**src/rtl/spi_frame_shifter.sv**
```systemverilog
// spi_frame_shifter: SPI mode-0 slave datapath.
// Deserialises MOSI into WIDTH-bit words and serialises a parallel word onto
// MISO, driven by pre-conditioned SCLK edge pulses and CS level.
// Optional build macro SPI_FRAME_SHIFTER_LSB_FIRST_EN selects LSB-first
// shifting in both directions; default (undefined) is MSB-first.
module spi_frame_shifter #(
    parameter int WIDTH      = 8,
    parameter int COUNTWIDTH = 4
) (
    input  logic             clk,
    input  logic             rst_n,
    input  logic             sclk_posedge,
    input  logic             sclk_negedge,
    input  logic             cs_n,
    input  logic             mosi,
    input  logic [WIDTH-1:0] tx_data,
    output logic             miso,
    output logic             miso_oe,
    output logic [WIDTH-1:0] rx_data,
    output logic             rx_valid,
    output logic             tx_taken,
    output logic             frame_error,
    output logic             busy
);

    typedef enum logic {IDLE, SHIFT} state_t;

    state_t                r_state;
    state_t                w_state_nxt;
    logic [COUNTWIDTH-1:0] r_count;
    logic [WIDTH-1:0]      r_rx_shift;
    logic [WIDTH-1:0]      r_tx_shift;
    logic [WIDTH-1:0]      r_rx_data;
    logic                  r_miso;
    logic                  r_miso_oe;
    logic                  r_rx_valid;
    logic                  r_tx_taken;
    logic                  r_frame_error;
    logic                  r_reload;      // next negedge presents head of reloaded word

    logic                  w_start;
    logic                  w_abort;
    logic                  w_pos;
    logic                  w_neg;
    logic                  w_last;
    logic [WIDTH-1:0]      w_rx_next;
    logic [WIDTH-1:0]      w_tx_shifted;
    logic                  w_tx_head;
    logic                  w_shift_head;
    logic                  w_load_head;

    // CS release outranks edge pulses; a posedge outranks a same-cycle negedge.
    assign w_start = (r_state == IDLE)  && !cs_n;
    assign w_abort = (r_state == SHIFT) &&  cs_n;
    assign w_pos   = (r_state == SHIFT) && !cs_n && sclk_posedge;
    assign w_neg   = (r_state == SHIFT) && !cs_n && sclk_negedge && !sclk_posedge;
    assign w_last  = (r_count == COUNTWIDTH'(WIDTH - 1));

`ifdef SPI_FRAME_SHIFTER_LSB_FIRST_EN
    assign w_rx_next    = {mosi, r_rx_shift[WIDTH-1:1]};
    assign w_tx_shifted = {1'b0, r_tx_shift[WIDTH-1:1]};
    assign w_tx_head    = r_tx_shift[0];
    assign w_shift_head = w_tx_shifted[0];
    assign w_load_head  = tx_data[0];
`else
    assign w_rx_next    = {r_rx_shift[WIDTH-2:0], mosi};
    assign w_tx_shifted = {r_tx_shift[WIDTH-2:0], 1'b0};
    assign w_tx_head    = r_tx_shift[WIDTH-1];
    assign w_shift_head = w_tx_shifted[WIDTH-1];
    assign w_load_head  = tx_data[WIDTH-1];
`endif

    // State register
    always_ff @(posedge clk or negedge rst_n) begin
        if (!rst_n) r_state <= IDLE;
        else        r_state <= w_state_nxt;
    end

    // Next-state: enter on CS low, leave on CS high
    always_comb begin
        w_state_nxt = r_state;
        case (r_state)
            IDLE:    if (!cs_n) w_state_nxt = SHIFT;
            SHIFT:   if (cs_n)  w_state_nxt = IDLE;
            default: w_state_nxt = IDLE;
        endcase
    end

    // Shift datapath, bit counter and registered handshake pulses
    always_ff @(posedge clk or negedge rst_n) begin
        if (!rst_n) begin
            r_count       <= '0;
            r_rx_shift    <= '0;
            r_tx_shift    <= '0;
            r_rx_data     <= '0;
            r_miso        <= 1'b0;
            r_miso_oe     <= 1'b0;
            r_rx_valid    <= 1'b0;
            r_tx_taken    <= 1'b0;
            r_frame_error <= 1'b0;
            r_reload      <= 1'b0;
        end else begin
            r_rx_valid    <= 1'b0;
            r_tx_taken    <= 1'b0;
            r_frame_error <= 1'b0;
            if (w_start) begin
                // First bit goes out immediately so the master can sample it
                // on the first SCLK rising edge.
                r_tx_shift <= tx_data;
                r_miso     <= w_load_head;
                r_miso_oe  <= 1'b1;
                r_tx_taken <= 1'b1;
                r_count    <= '0;
                r_rx_shift <= '0;
                r_reload   <= 1'b0;
            end else if (w_abort) begin
                r_frame_error <= (r_count != '0);
                r_miso        <= 1'b0;
                r_miso_oe     <= 1'b0;
                r_count       <= '0;
                r_rx_shift    <= '0;
                r_reload      <= 1'b0;
            end else if (w_pos) begin
                r_rx_shift <= w_rx_next;
                if (w_last) begin
                    r_rx_data  <= w_rx_next;
                    r_rx_valid <= 1'b1;
                    r_count    <= '0;
                    r_tx_shift <= tx_data;
                    r_tx_taken <= 1'b1;
                    r_reload   <= 1'b1;
                end else begin
                    r_count <= r_count + 1'b1;
                end
            end else if (w_neg) begin
                if (r_reload) begin
                    // Word boundary: present the fresh word's head unshifted.
                    r_miso   <= w_tx_head;
                    r_reload <= 1'b0;
                end else begin
                    r_tx_shift <= w_tx_shifted;
                    r_miso     <= w_shift_head;
                end
            end
        end
    end

    assign miso        = r_miso;
    assign miso_oe     = r_miso_oe;
    assign rx_data     = r_rx_data;
    assign rx_valid    = r_rx_valid;
    assign tx_taken    = r_tx_taken;
    assign frame_error = r_frame_error;
    assign busy        = (r_state == SHIFT);

endmodule

```
**config.mk**
```make
export PLATFORM = sky130hd
export DESIGN_NAME = spi_frame_shifter
export DESIGN_NICKNAME = d
export VERILOG_FILES = /design/src/rtl/spi_frame_shifter.sv
export SDC_FILE = /design/constraint.sdc
export NUM_CORES = 1
export LEC_CHECK = 0
export CORE_MARGIN = 2
export CORE_UTILIZATION = 47
export CTS_CLUSTER_SIZE = 24
export DETAILED_ROUTE_END_ITERATION = 8
export GPL_ROUTABILITY_DRIVEN = 0
export PLACE_DENSITY = 0.87
export SLEW_MARGIN = 20
export SYNTH_ARGS = -nofsm -noshare
export SYNTH_HDL_FRONTEND = slang
export SYNTH_SLANG_ARGS = --single-unit
```
**constraint.sdc**
```tcl
create_clock -name clk -period 1.77 [get_ports clk]
set_clock_uncertainty 0.05 [all_clocks]
set_input_delay 0.2655 -clock clk [delete_from_list [all_inputs] [get_ports clk]]
set_output_delay 0.2655 -clock clk [all_outputs]
set_load 0.02 [all_outputs]
```
==> results.md, run 1 <==
* Initial antenna violation count at 0
* Total power at between 2000 and 2500 uW
* Worst Setup Start Kind: flip-flop
* DRC violations left at 0
* DR pass1 iterations at 4
* Drt wl/cell at ~15 um
* Req. time, crit path at 1.95 ns
* Worst hold path cell count at 2
* Crit path DAT at around 2 ns
* Io pins at 28
* CP cell instances: inv_2, ha_4, and3b_4, a221oi_4, buf_12, mux2_2
* Largest net degree at the start of global routing at 35
* GRT overflow at 0
* Worst hold margin at around 0.25 ns
* Placement Rows at 21
* Avg Cell Area, Syn at 11.8 um2
* Initial drt markers at 31
* Endpoints failing setup at 7
* Final Cycle Share at 103%
* Pwr per Cell Area at about 1000 mW/mm2
* Initial Util at between 40% and 50%
* Slew Viols, Final at 0
* Outcome: complete, but fails checks
* Synth Instances at between 100 and 150
* Top-area cell type share of the netlist area at between 50 and 60%
* Buf+Inv Stages, Crit Path at 2
* FF-to-FF setup slack at -0.06 ns
* Fillers at around 250
* PortBufs at 27
* Worst slew margin at between 70 and 80%
* Fin nets at around 210
* Post-Route WL at between 3 and 4 mm
* Tot GR Track Use at 19.0%
* Worst path max stage delay at 0.45 ns
* Reg2Reg Launch Point: busy
* Die area at ~0.0040 mm2
* Clock H-tree levels at 2
* Lkg Pwr at ~0.0010 uW
* Setup crit end kind: flip-flop
* Minimum clock period at 1.83 ns
* Worst hold start: cs_n
* Unrepaired setup endpoints after global routing: true
* Non-filler instance count after layout at ~230
* CP Depth at 6
* Violated checks: negative setup slack
* Worst-Skew Late Latency at approximately 0.34 ns
* Worst IR Drop VDD at between 700 and 800 uV
* Vias in the first global route at about 1.3k
* Area grow syn2layout at 38.7%
* Cells on worst reg2reg path at 6
* Routed Antenna Nets at 0
* Cts bufs inserted at 5
* CP delay by family, top: flip-flops
* First-pass GRT wire length at a little under 6 mm
* MaxCap Viol Count at 0
* Antenna cell count at 0
* TritonCTS clock tree: yes
* Setup WS pre-CTS at -0.522 ns
* Die span in x at about 63 um
* Crit Path Category: flip-flop to flip-flop
* Final worst slack at -0.0580 ns
* Hold Crit Class: input pin to flip-flop
* Clk slew on worst S/H paths at around 0.11 ns
* Setup TNS at -0.273 ns
* CTS sink cnt at 34
* Via/cell ratio at between 5 and 6
* Dpl cells at approximately 220
* Final Hold Fails at 0
* Layout cells sized above 1 at a little over a third
* Root buf cell: clkbuf_4
* Crit Reg-Reg Endpoint: r_tx_shift[5]
* Post-Syn Area at 0.00163 mm2
* Vias at roughly 1.2k
* Yosys cell types at 29
* Syn_nets at about 160
* Post-synth top area cell: dfrtp_1
* Synth top area cells: dfrtp_1, mux2_2, nand2_1
* Worst-case clock buffer depth at 2
* Seq cells post-synth at 34
* WHS Endpoint: busy
* Seq/Total Area, Yosys at a little over half
* Core box area at between 0.003 and 0.004 mm2
* Yosys Warn Count at 0
* Post-DP HPWL at ~2.3 mm
* Critical-path top delay cell: dfrtp_2
* Worst-path fanout max at 8
* Die span in y at approximately 63 um
* Worst Tran Pin Value at approximately 0.42 ns
* Max Freq at 547 MHz
-- power by group --
group / switching, uW / internal (uW) / total (uW)
logic: 224 / 299 / 523
clock network: 262 / 478 / 741
registers: 85.5 / 903 / 989
total: 571 / 1680 / 2250
-- worst register-to-register path, cell delays in order, from the launching register on --
cell	delay (ns)
dfrtp_2	0.45
inv_2	0.09
ha_4	0.15
and3b_4	0.21
a221oi_4	0.26
buf_12	0.17
mux2_2	0.34
-- registers in the layout, indices dropped and copies added (netlist names), 4 cells and up --
| name | cells |
|---|---|
| rx_data | 8 |
| r_rx_shift | 7 |
| r_count | 4 |
| r_tx_shift | 8 |
-- worst max-delay path by stage --
stage | slack [ns] | endpoint | from
after floorplan | -0.14 | r_tx_shift[1] | busy
after global placement | -0.44 | r_tx_shift[3] | cs_n
after detailed placement | -0.52 | r_tx_shift[5] | cs_n
after CTS | -0.05 | r_tx_shift[1] | busy
after global routing | -0.1 | r_tx_shift[5] | busy
final | -0.06 | r_tx_shift[5] | busy
-- synth_stat cells --
cell type,instances
clkbuf_1,3
mux2i_1,2
o2111ai_1,1
a21o_1,1
a21oi_1,1
a311oi_1,1
o21ai_0,15
o21bai_1,1
ha_1,6
nand3b_4,1
and3b_2,1
o31ai_1,2
nand3b_1,2
and3b_4,1
nand2_1,21
nand3_1,2
inv_1,6
nor2_1,2
or4_1,1
mux2_2,24
buf_2,2
a221oi_4,1
nand2b_1,1
buf_4,1
dfrtp_1,34
nor3_4,1
nor3_1,2
a21boi_0,1
a21oi_2,1
-- per-stage QoR --
step	util (%)	area, um2
2_1_floorplan	-	1660
3_3_place_gp	63.3	2110
3_5_place_dp	63.3	2110
4_1_cts	67.1	2240
5_1_grt	67.8	2260
6_report	67.8	2260
-- metal layers --
layer,GRT usage [%],share of wire (%),vias to the layer above,wire length [um]
met5,0,0,-,0
li1,-,-,579,-
met3,5.59,4.4,4,151
met1,22.8,44,591,1500
met2,31.5,51,36,1730
met4,8.06,1.2,0,40
-- cell usage in the layout, fill, tap and decap left out, types with 2 or more instances in the layout --
| cell | instances |
|---|---|
| dfrtp_1 | 33 |
| clkdlybuf4s50_1 | 25 |
| mux2_2 | 21 |
| nand2_1 | 21 |
| buf_4 | 17 |
| o21ai_0 | 14 |
| clkbuf_4 | 5 |
| inv_1 | 4 |
| mux2_4 | 3 |
| ha_2 | 3 |
| inv_2 | 2 |
| nand3_1 | 2 |
| nor2_1 | 2 |
| nor3_1 | 2 |
| nand3b_1 | 2 |
| mux2i_1 | 2 |
| ha_4 | 2 |
| bufinv_16 | 2 |
| dlygate4sd2_1 | 2 |
| buf_12 | 2 |
-- timing repair --
action	4_1_cts	5_1_grt
pin swaps	2	0
buffers inserted	0	1
hold buffers	0	0
gates resized for setup	7	6
setup endpoints to repair	18	12
gates cloned	0	0
-- layout make-up --
cell class / instances / area, um2 / share of cell area, %
timing repair buffer: 46 / 435 / 19.2
tap: 46 / 57.6 / 2.54
clock buffer: 6 / 51.3 / 2.27
clock inverter: 2 / 60.1 / 2.65
multi-input combinational: 92 / 783 / 34.6
sequential: 34 / 852 / 37.7
inverter: 6 / 22.5 / 0.996
-- logic make-up (layout without fill, tap and decap cells) --
group | after synthesis | after routing | synth area share [%]
adder cells (fa/ha/maj) | 6 | 6 | 4.60
AND/OR/NAND/NOR | 35 | 35 | 11.9
AO/OA/AOI/OAI | 25 | 25 | 10.4
buffers and inverters | 12 | 60 | 3.14
multiplexers | 26 | 26 | 17.8
flip-flops | 34 | 34 | 52.1
No activity file was read; power rests on OpenSTA's default activity.
==> inputs of run 2 (changes only) <==
Settings changed: CTS_CLUSTER_SIZE 24 to 40.
==> results of run 2 <==
Final layout, timing and power as in run 1 (identical DEF).
==> inputs of run 3 (changes only) <==
Settings changed: TNS_END_PERCENT from default to 1.
==> results.md, run 3 (synthesis results as in run 1) <==
* Outcome: complete, but fails checks (unchanged)
* Placed cell area at 0.00210 mm2 (was 0.00211 mm2)
* Reg2Reg Launch Point: busy (unchanged)
* Initial antenna violation count at 0 (unchanged)
* Total power at 1970 uW (was 2250 uW)
* Final Cycle Share at 103% (about the same)
* Layout cells sized above 1 at 36.4% (was 36.6%)
* M2 GR Usage at 31.8% (was 31.5%)
* DRC violations left at 0 (unchanged)
* Met1 usage at 24.3% (was 22.8%)
* CP delay by family, top: flip-flops (unchanged)
* Tot GR Track Use at 19.4% (was 19.0%)
* First-pass GRT wire length at 5.97 mm (was 5.82 mm)
* Crit path DAT at 1.99 ns (was 2.01 ns)
* Worst path max stage delay at 0.46 ns (was 0.45 ns)
* Routed Antenna Nets at 0 (unchanged)
* Antenna cell count at 0 (unchanged)
* Drt wl/cell at 14.7 um (about the same)
* Setup crit end kind: flip-flop (unchanged)
* Met3 Use GR at 3.60% (was 5.59%)
* Most frequent cells in the layout: dfrtp_1, clkdlybuf4s50_1, nand2_1 (was dfrtp_1, clkdlybuf4s50_1, mux2_2, nand2_1, buf_4)
* Worst Setup Start Kind: flip-flop (unchanged)
* PortBufs at 27 (unchanged)
* Post-cts hold buffer count at 0 (unchanged)
* Die area at 0.00396 mm2 (unchanged)
* Buf+Inv Stages, Crit Path at 2 (unchanged)
* P_int at 1410 uW (was 1680 uW)
* Pwr per Cell Area at 878 mW/mm2 (was 996 mW/mm2)
* Crit Path Category: flip-flop to flip-flop (unchanged)
* Hold Crit Class: input pin to asynchronous set/reset pin (was input pin to flip-flop)
* Part of the power in the clock network at 21.3% (was 32.9%)
* Die span in y at 62.9 um (unchanged)
* Finished Cell Area at 0.00224 mm2 (was 0.00226 mm2)
* Vias in the first global route at 1,283 (was 1,294)
* Worst IR Drop VDD at 633 uV (was 716 uV)
* FF-to-FF setup slack at -0.05 ns (was -0.06 ns)
* Clk slew on worst S/H paths at 0.10 ns (was 0.11 ns)
* Cts bufs inserted at 5 (unchanged)
* DR pass1 iterations at 5 (was 4)
* Minimum clock period at 1.82 ns (was 1.83 ns)
* Worst-case clock buffer depth at 2 (unchanged)
* Via/cell ratio at 5.23 (was 5.22)
* Violated checks: negative setup slack (unchanged)
* Max Freq at 551 MHz (was 547 MHz)
* Dpl cells at 226 (was 223)
* Initial drt markers at 48 (was 31)
* GRT overflow at 0 (unchanged)
* Critical-path top delay cell: dfrtp_2 (unchanged)
* CTS sink cnt at 34 (unchanged)
* Vias at 1,218 (was 1,210)
* Non-filler instance count after layout at 233 (was 232)
* Final worst slack at -0.0453 ns (was -0.0580 ns)
* Most common cell after layout, fill and taps aside: dfrtp_1 (unchanged)
* Clock H-tree levels at 2 (unchanged)
* Crit Reg-Reg Endpoint: r_tx_shift[4] (was r_tx_shift[5])
* Cells on worst reg2reg path at 6 (unchanged)
* Fin nets at 208 (was 205)
* Post-Route WL at 3.43 mm (was 3.41 mm)
* Lkg Pwr at 0.00104 uW (about the same)
* Worst slew margin at 72.0% (was 71.7%)
* Initial Util at 48.9% (unchanged)
* Worst-path fanout max at 8 (unchanged)
* Area grow syn2layout at 37.3% (was 38.7%)
* CP cell instances: inv_4, ha_4, and3b_4, a221oi_4, buf_6, mux2_4 (was inv_2, ha_4, and3b_4, a221oi_4, buf_12, mux2_2)
* Worst Tran Pin Value at 0.420 ns (was 0.424 ns)
* Die span in x at 62.9 um (unchanged)
* MaxCap Viol Count at 0 (unchanged)
* Setup WS pre-CTS at -0.559 ns (was -0.522 ns)
* Post-DP HPWL at 2.38 mm (was 2.33 mm)
* Comb power frac at 28.4% (was 23.2%)
* Root buf cell: clkbuf_4 (unchanged)
* Largest net degree at the start of global routing at 35 (unchanged)
* Final Core Density at 67.2% (was 67.8%)
* Busiest grt layer: met2 (unchanged)
* Psw at 559 uW (was 571 uW)
* Worst-Skew Late Latency at 0.33 ns (was 0.34 ns)
* Io pins at 28 (unchanged)
* TritonCTS clock tree: yes (unchanged)
* Net Sw Frac at 28.4% (was 25.4%)
* Launch point of the worst path: busy (unchanged)
* Core box area at 0.00334 mm2 (unchanged)
* Placement Rows at 21 (unchanged)
* Endpoints failing setup at 8 (was 7)
* Slew Viols, Final at 0 (unchanged)
* Unrepaired setup endpoints after global routing: true (unchanged)
* Sequential power share at 50.3% (was 43.9%)
* Req. time, crit path at 1.94 ns (was 1.95 ns)
* Final Hold Fails at 0 (unchanged)
run 3: cell types whose count changed in the layout (fill, tap and decap cells not counted), sizes merged:
cell	before	now
buf	19	22
bufinv	2	0
run 3: worst max-delay path by stage:
stage	cells past startpoint	slack, ns	end
after floorplan	5	-0.16	r_tx_shift[1]
after global placement	8	-0.46	r_tx_shift[1]
after detailed placement	8	-0.56	r_tx_shift[4]
after CTS	6	-0.02	r_tx_shift[4]
after global routing	6	-0.12	r_tx_shift[3]
final	6	-0.05	r_tx_shift[4]
run 3: final cells by class:
cell class	count	area (um2)
timing repair buffer	49	449
sequential	34	852
tap	46	57.6
multi-input combinational	92	806
clock buffer	6	51.3
inverter	6	25.0
fill	246	1100
run 3: power groups by stage:
stage	combinational [uW]	clock (uW)	sequential, uW
2_1_floorplan	262	0	1010
3_3_place_gp	459	0	989
3_5_place_dp	489	0	999
4_1_cts	552	430	986
5_1_grt	609	463	1010
6_report	560	419	990
run 3: per-stage QoR:
stage               TNS, ns  hold slack [ns]
finish               -0.299            0.278
global route          -1.29            0.325
CTS                  -0.114            0.282
detailed placement   -12.00            0.429
global placement     -10.30            0.412
floorplan             -1.09          -0.0801
run 3: repair_timing:
item                                    4_1_cts  5_1_grt
buffers inserted                              1        0
pin swaps                                     5        2
endpoints found under the setup margin       19       19
cloned                                        0        0
resized for setup                            18        7
hold endpoints to repair                      0        0
run 3: routing by layer:
layer,up-vias,wire [um]
met5,-,0
met4,0,63
met3,8,113
met2,36,1750
met1,595,1500
li1,579,-
